===== src/rtl/pll_ctrl_pkg.sv =====
// Shared types and defaults for the PLL sequencer.
// Optional relock-on-loss behaviour is selected by PLL_CTRL_RELOCK_EN (see pll_ctrl).
package pll_ctrl_pkg;

   localparam int unsigned FBDIV_W        = 8;
   localparam int unsigned LOSS_W         = 8;
   localparam int unsigned DEF_SETTLE     = 4;
   localparam int unsigned DEF_STABLE     = 16;
   localparam int unsigned DEF_TIMEOUT    = 4096;
   localparam int unsigned DEF_MAX_RETRY  = 3;

   typedef enum logic [2:0] {
      OFF,
      PROGRAM,
      START,
      WAIT_LOCK,
      LOCKED,
      FAULT
   } pll_ctrl_state_e;

   function automatic logic [LOSS_W-1:0] sat_inc(input logic [LOSS_W-1:0] v);
      return (v == {LOSS_W{1'b1}}) ? v : v + 1'b1;
   endfunction

endpackage


===== src/rtl/pll_lock_qual.sv =====
// Lock qualifier: 2-flop synchronizer on the asynchronous PLL lock flag followed by a
// consecutive-high filter; lock_ok asserts on the cycle the run reaches LOCK_STABLE_CYC.
module pll_lock_qual #(
   parameter int unsigned LOCK_STABLE_CYC = 16
) (
   input  logic clk,
   input  logic rst,
   input  logic clr,
   input  logic lock_in,
   output logic lock_s,
   output logic lock_ok
);

   localparam int unsigned CW = (LOCK_STABLE_CYC > 1) ? $clog2(LOCK_STABLE_CYC) : 1;
   localparam logic [CW-1:0] CMAX = CW'((LOCK_STABLE_CYC > 0) ? LOCK_STABLE_CYC - 1 : 0);

   logic          meta_q;
   logic          sync_q;
   logic [CW-1:0] cnt_q;

   always_ff @(posedge clk) begin
      if (rst) begin
         meta_q <= 1'b0;
         sync_q <= 1'b0;
         cnt_q  <= '0;
      end else begin
         meta_q <= lock_in;
         sync_q <= meta_q;
         if (clr || !sync_q) begin
            cnt_q <= '0;
         end else if (cnt_q != CMAX) begin
            cnt_q <= cnt_q + 1'b1;
         end
      end
   end

   assign lock_s  = sync_q;
   // cnt_q counts highs already seen, so this cycle's high completes the run.
   assign lock_ok = sync_q && (cnt_q == CMAX);

endmodule


===== src/rtl/pll_ctrl.sv =====
// PLL power-up sequencer: divider handshake, settle, lock qualification, retry and loss count.
// Define PLL_CTRL_RELOCK_EN to fully re-program the PLL on lock loss instead of re-waiting.
module pll_ctrl
   import pll_ctrl_pkg::*;
#(
   parameter int unsigned          SETTLE_CYC      = DEF_SETTLE,
   parameter int unsigned          LOCK_STABLE_CYC = DEF_STABLE,
   parameter int unsigned          LOCK_TIMEOUT    = DEF_TIMEOUT,
   parameter int unsigned          MAX_RETRY       = DEF_MAX_RETRY,
   parameter logic [FBDIV_W-1:0]   FBDIV_RESET     = 8'd1
) (
   input  logic               rclk,
   input  logic               rst,
   input  logic               cfg_valid,
   output logic               cfg_ready,
   input  logic [FBDIV_W-1:0] cfg_fbdiv,
   output logic               pll_en,
   output logic [FBDIV_W-1:0] pll_fbdiv,
   input  logic               pll_lock,
   output logic               locked,
   output logic               fault,
   output logic [LOSS_W-1:0]  loss_cnt
);

   localparam int unsigned SW = $clog2(SETTLE_CYC + 2);
   localparam int unsigned TW = (LOCK_TIMEOUT > 1) ? $clog2(LOCK_TIMEOUT) : 1;
   localparam int unsigned RW = $clog2(MAX_RETRY + 2);

   localparam logic [SW-1:0] SETTLE_LOAD = SW'((SETTLE_CYC > 0) ? SETTLE_CYC - 1 : 0);
   localparam logic [TW-1:0] TMO_MAX     = TW'((LOCK_TIMEOUT > 0) ? LOCK_TIMEOUT - 1 : 0);
   localparam logic [RW-1:0] RETRY_MAX   = RW'(MAX_RETRY);

   pll_ctrl_state_e state_q;
   logic [SW-1:0]   settle_q;
   logic [TW-1:0]   tmo_q;
   logic [RW-1:0]   retry_q;

   logic lock_s;
   logic lock_ok;
   logic qual_clr;
   logic accept;
   logic loss;

   pll_lock_qual #(
      .LOCK_STABLE_CYC (LOCK_STABLE_CYC)
   ) u_lock_qual (
      .clk     (rclk),
      .rst     (rst),
      .clr     (qual_clr),
      .lock_in (pll_lock),
      .lock_s  (lock_s),
      .lock_ok (lock_ok)
   );

   assign cfg_ready = (state_q == OFF) || (state_q == LOCKED) || (state_q == FAULT);
   assign accept    = cfg_valid && cfg_ready;
   assign loss      = (state_q == LOCKED) && !lock_s;
   assign qual_clr  = (state_q == START);

   always_ff @(posedge rclk) begin
      if (rst) begin
         state_q   <= OFF;
         pll_en    <= 1'b0;
         pll_fbdiv <= FBDIV_RESET;
         locked    <= 1'b0;
         fault     <= 1'b0;
         loss_cnt  <= '0;
         settle_q  <= '0;
         tmo_q     <= '0;
         retry_q   <= '0;
      end else begin
         // A loss is counted even when a same-cycle request overrides the reaction.
         if (loss) begin
            loss_cnt <= sat_inc(loss_cnt);
         end

         if (accept) begin
            pll_en <= 1'b0;
            locked <= 1'b0;
            fault  <= 1'b0;
            if (cfg_fbdiv == '0) begin
               state_q <= OFF;
            end else begin
               pll_fbdiv <= cfg_fbdiv;
               retry_q   <= '0;
               settle_q  <= SETTLE_LOAD;
               state_q   <= PROGRAM;
            end
         end else begin
            case (state_q)
               OFF, FAULT: begin
                  pll_en <= 1'b0;
               end

               PROGRAM: begin
                  if (settle_q == '0) begin
                     pll_en  <= 1'b1;
                     state_q <= START;
                  end else begin
                     settle_q <= settle_q - 1'b1;
                  end
               end

               START: begin
                  tmo_q   <= '0;
                  state_q <= WAIT_LOCK;
               end

               WAIT_LOCK: begin
                  if (lock_ok) begin
                     locked  <= 1'b1;
                     state_q <= LOCKED;
                  end else if (tmo_q == TMO_MAX) begin
                     pll_en <= 1'b0;
                     if (retry_q < RETRY_MAX) begin
                        retry_q  <= retry_q + 1'b1;
                        settle_q <= SETTLE_LOAD;
                        state_q  <= PROGRAM;
                     end else begin
                        fault   <= 1'b1;
                        state_q <= FAULT;
                     end
                  end else begin
                     tmo_q <= tmo_q + 1'b1;
                  end
               end

               LOCKED: begin
                  if (!lock_s) begin
                     locked <= 1'b0;
`ifdef PLL_CTRL_RELOCK_EN
                     // Relock holds EN low one cycle longer than a fresh program.
                     pll_en   <= 1'b0;
                     retry_q  <= '0;
                     settle_q <= SW'(SETTLE_CYC);
                     state_q  <= PROGRAM;
`else
                     tmo_q   <= '0;
                     state_q <= WAIT_LOCK;
`endif
                  end
               end

               default: begin
                  pll_en  <= 1'b0;
                  state_q <= OFF;
               end
            endcase
         end
      end
   end

endmodule

===== config.mk =====
export PLATFORM = sky130hd
export DESIGN_NAME = pll_ctrl
export DESIGN_NICKNAME = d
export VERILOG_FILES = /design/src/rtl/pll_ctrl_pkg.sv /design/src/rtl/pll_lock_qual.sv /design/src/rtl/pll_ctrl.sv
export SDC_FILE = /design/constraint.sdc
export NUM_CORES = 1
export LEC_CHECK = 0
export BUFFER_PORTS_ARGS = -buffer_cell sky130_fd_sc_hd__buf_2
export CAP_MARGIN = 10
export CORE_UTILIZATION = 59
export CTS_BUF_LIST = sky130_fd_sc_hd__clkbuf_8
export DETAILED_ROUTE_END_ITERATION = 6
export MAX_ROUTING_LAYER = met4
export PLACE_DENSITY_LB_ADDON = 0.05
export SLEW_MARGIN = 20
export SYNTH_ARGS = -nofsm -noshare
export SYNTH_HDL_FRONTEND = slang
export SYNTH_SLANG_ARGS = --single-unit

===== constraint.sdc =====
create_clock -name rclk -period 2.66 [get_ports rclk]
set_input_delay 0.399 -clock rclk [delete_from_list [all_inputs] [get_ports rclk]]
set_output_delay 0.399 -clock rclk [all_outputs]
set_load 0.02 [all_outputs]

==> run metrics <==
hold_ws=0.339 ns; Worst-Margin Slew=0.687 ns; post-CTS setup repair buffer count=0; Post-Syn Nets=285; maximum root-to-sink buffer count=2; number of diodes=0; Total GRT Usage=25.2%; crit-path cells=or3b_4 -> o31ai_2 -> a21o_1 -> a21oi_2 -> a211o_1; Die Wd=64.2 µm; initial antenna violation count=0; Worst Setup End Kind=flip-flop; CP peak stage delay=0.53 ns; P_leak=0.962 nW; clk sinks=46; min Tclk post-route=2.16 ns; io pins=32; Clock Latency Late Sink=0.29 ns; Worst EP required=2.85 ns; critical path launch point type=flip-flop; Tcrit/Tclk final=81.1%; remaining antenna violation count=0; CP max-delay cell=dfxtp_1; Synth area leader=dfxtp_1; Final #Nets=313; final setup violation count=0; critical path type=reg -> reg; most common cell in the netlist=dfxtp_1; layout cell share with drive strength beyond 1=17.6%; top post-synthesis cells by area=dfxtp_1 40%, nor2_1 4.9%, xnor2_1 4.2%, a21oi_1 4.2%, nand2_1 3.8%; Mean Syn Cell Area=8.54 µm²; CTS tree=done; Synth cell types=58; multi-input logic area=1280 µm²; Synth Register Bits=46; # rows=22; VDD IR max=0.620 mV; Buf/Inv on CP=0; dpl cell area=2450 µm²; Yosys Warn Count=0; Hold Vio Cnt, Final=0; global placer's final weighted congestion=0.818; die area=4120 µm²; largest net degree at the start of global routing=38; CTS Buf Count=5; Vias/cell=5.82; Setup Skew=0.00807 ns; register area=921 µm²; DR iter-0 viols=116; DR vias=2,003; Core ar.=3690 µm²; final core utilization=69.0%; Worst Hold Class=in -> reg; Placed Cells=336; Worst Path Max Fanout=12; Worst slew margin=54.2%; RSZ-0062 raised after global routing=false; Post-Syn Instances=267; Resize count post-CTS=0; f_max=0.464 GHz; status=complete, no violations; first-pass GRT wire length=8080 µm; clock tree root buffer cell=clkbuf_8; fillers=334; clock slew seen by the registers of the worst setup and hold paths=0.08 ns; detailed-route DRC error count=0; Synth top cells by count=46 x dfxtp_1, 30 x nor2_1, 23 x nand2_1, 19 x a21oi_1, 14 x nand3_1; DRT Wirelength=4580 µm; Synth async-reset ratio=0%; PortBufs=31; vias in the first global route=1,841; CP arrival=2.34 ns; Max-Cap Viols=0; Netlist Area Pre-Place=2280 µm²; Die H=64.2 µm; area delta synth->final=11.6%; post-DP HPWL=3240 µm; prevailing post-synth register cell=dfxtp_1; sequential element share of the synthesized area=40.4%; global route total overflow=0; # hold bufs at CTS=0; Starting Density=61.8%; Slew Limit Fails=0; DR WL/cell=13.3 µm; Non-Filler Instances=344; CP top delay family=compound AO/OA/AOI/OAI gates; EDFF count, synth=0; CTS H-Tree Depth=2; Synth top area share=40.4%; first-pass iteration count of the detailed router=4; pwr/cell area=720 nW/µm²; Final Cell Area=2550 µm²; Fin Setup TNS=0 ns
[power by group]
| part | switching, mW | total (mW) | internal (mW) |
|---|---|---|---|
| clock | 0.226 | 0.432 | 0.206 |
| combinational | 0.368 | 0.590 | 0.222 |
| sequential | 0.0553 | 0.812 | 0.756 |
[cell usage in the layout, fill, tap and decap left out, types with 5 or more instances in the layout]
cell type	synthesis	layout
a21oi_1	19	19
clkbuf_8	0	6
nand4_1	8	8
nand3_1	14	14
nand2_1	23	23
nor3_1	13	13
o21ai_0	5	5
ha_1	6	6
xnor2_1	11	11
buf_2	3	31
nor2_1	30	30
dfxtp_1	46	46
inv_1	7	8
nor4_1	6	6
[through the flow]
step / worst slack (ns) / power (mW)
after global placement: 0.529 / 1.41
after global routing: 0.336 / 1.95
after floorplan: 0.793 / 1.29
after detailed placement: 0.515 / 1.41
after CTS: 0.500 / 1.84
final: 0.503 / 1.83
[routing by layer]
metal  global-route usage, %  part of all wire, %  vias to the layer above
met1                    32.9                   50                      930
met4                    9.44                 0.87                        0
met2                    39.5                   46                       42
li1                        -                    -                     1027
met5                       -                    0                        -
met3                    3.75                  3.0                        4
[area by class of cell]
cell class                 instances  area share, %
multi-input combinational        202           50.2
sequential                        46           36.2
timing repair buffer              33           6.68
clock buffer                       6           3.24
tap                               48           2.36
inverter                           7           1.03
clock inverter                     2          0.344
[worst min-delay path, cell delays in order]
cell      delay [ns]
buf_2           0.09
nand2_1         0.04
nand3b_1        0.07
[logic make-up after synthesis]
logic type	count (synthesis)	synth area share, %
muxes	2	0.878
AOI/OAI and AO/OA	52	15.9
buffers and inverters	19	3.62
DFF	46	40.4
xor gates and xnor gates	13	4.99
and+or+nand+nor	129	31.0
adders and majority gates	6	3.29
[state kept, by name, indices dropped and copies added, names as in the netlist]
name	count
settle_q	3
pll_en	1
u_lock_qual.cnt_q	4
retry_q	3
u_lock_qual.meta_q	1
locked	1
state_q	3
pll_fbdiv	8
fault	1
loss_cnt	8
tmo_q	12
u_lock_qual.lock_s	1
[worst paths after layout]
kind	start	cells after the start	slack, ns	endpoint
max	state_q[2]	5	0.50	tmo_q[7]
min	cfg_fbdiv[0]	3	0.34	pll_fbdiv[0]
max reg2reg	state_q[2]	5	0.50	tmo_q[7]
min reg2reg	u_lock_qual.meta_q	1	0.44	u_lock_qual.lock_s
Power figures use the tool's default switching activity.
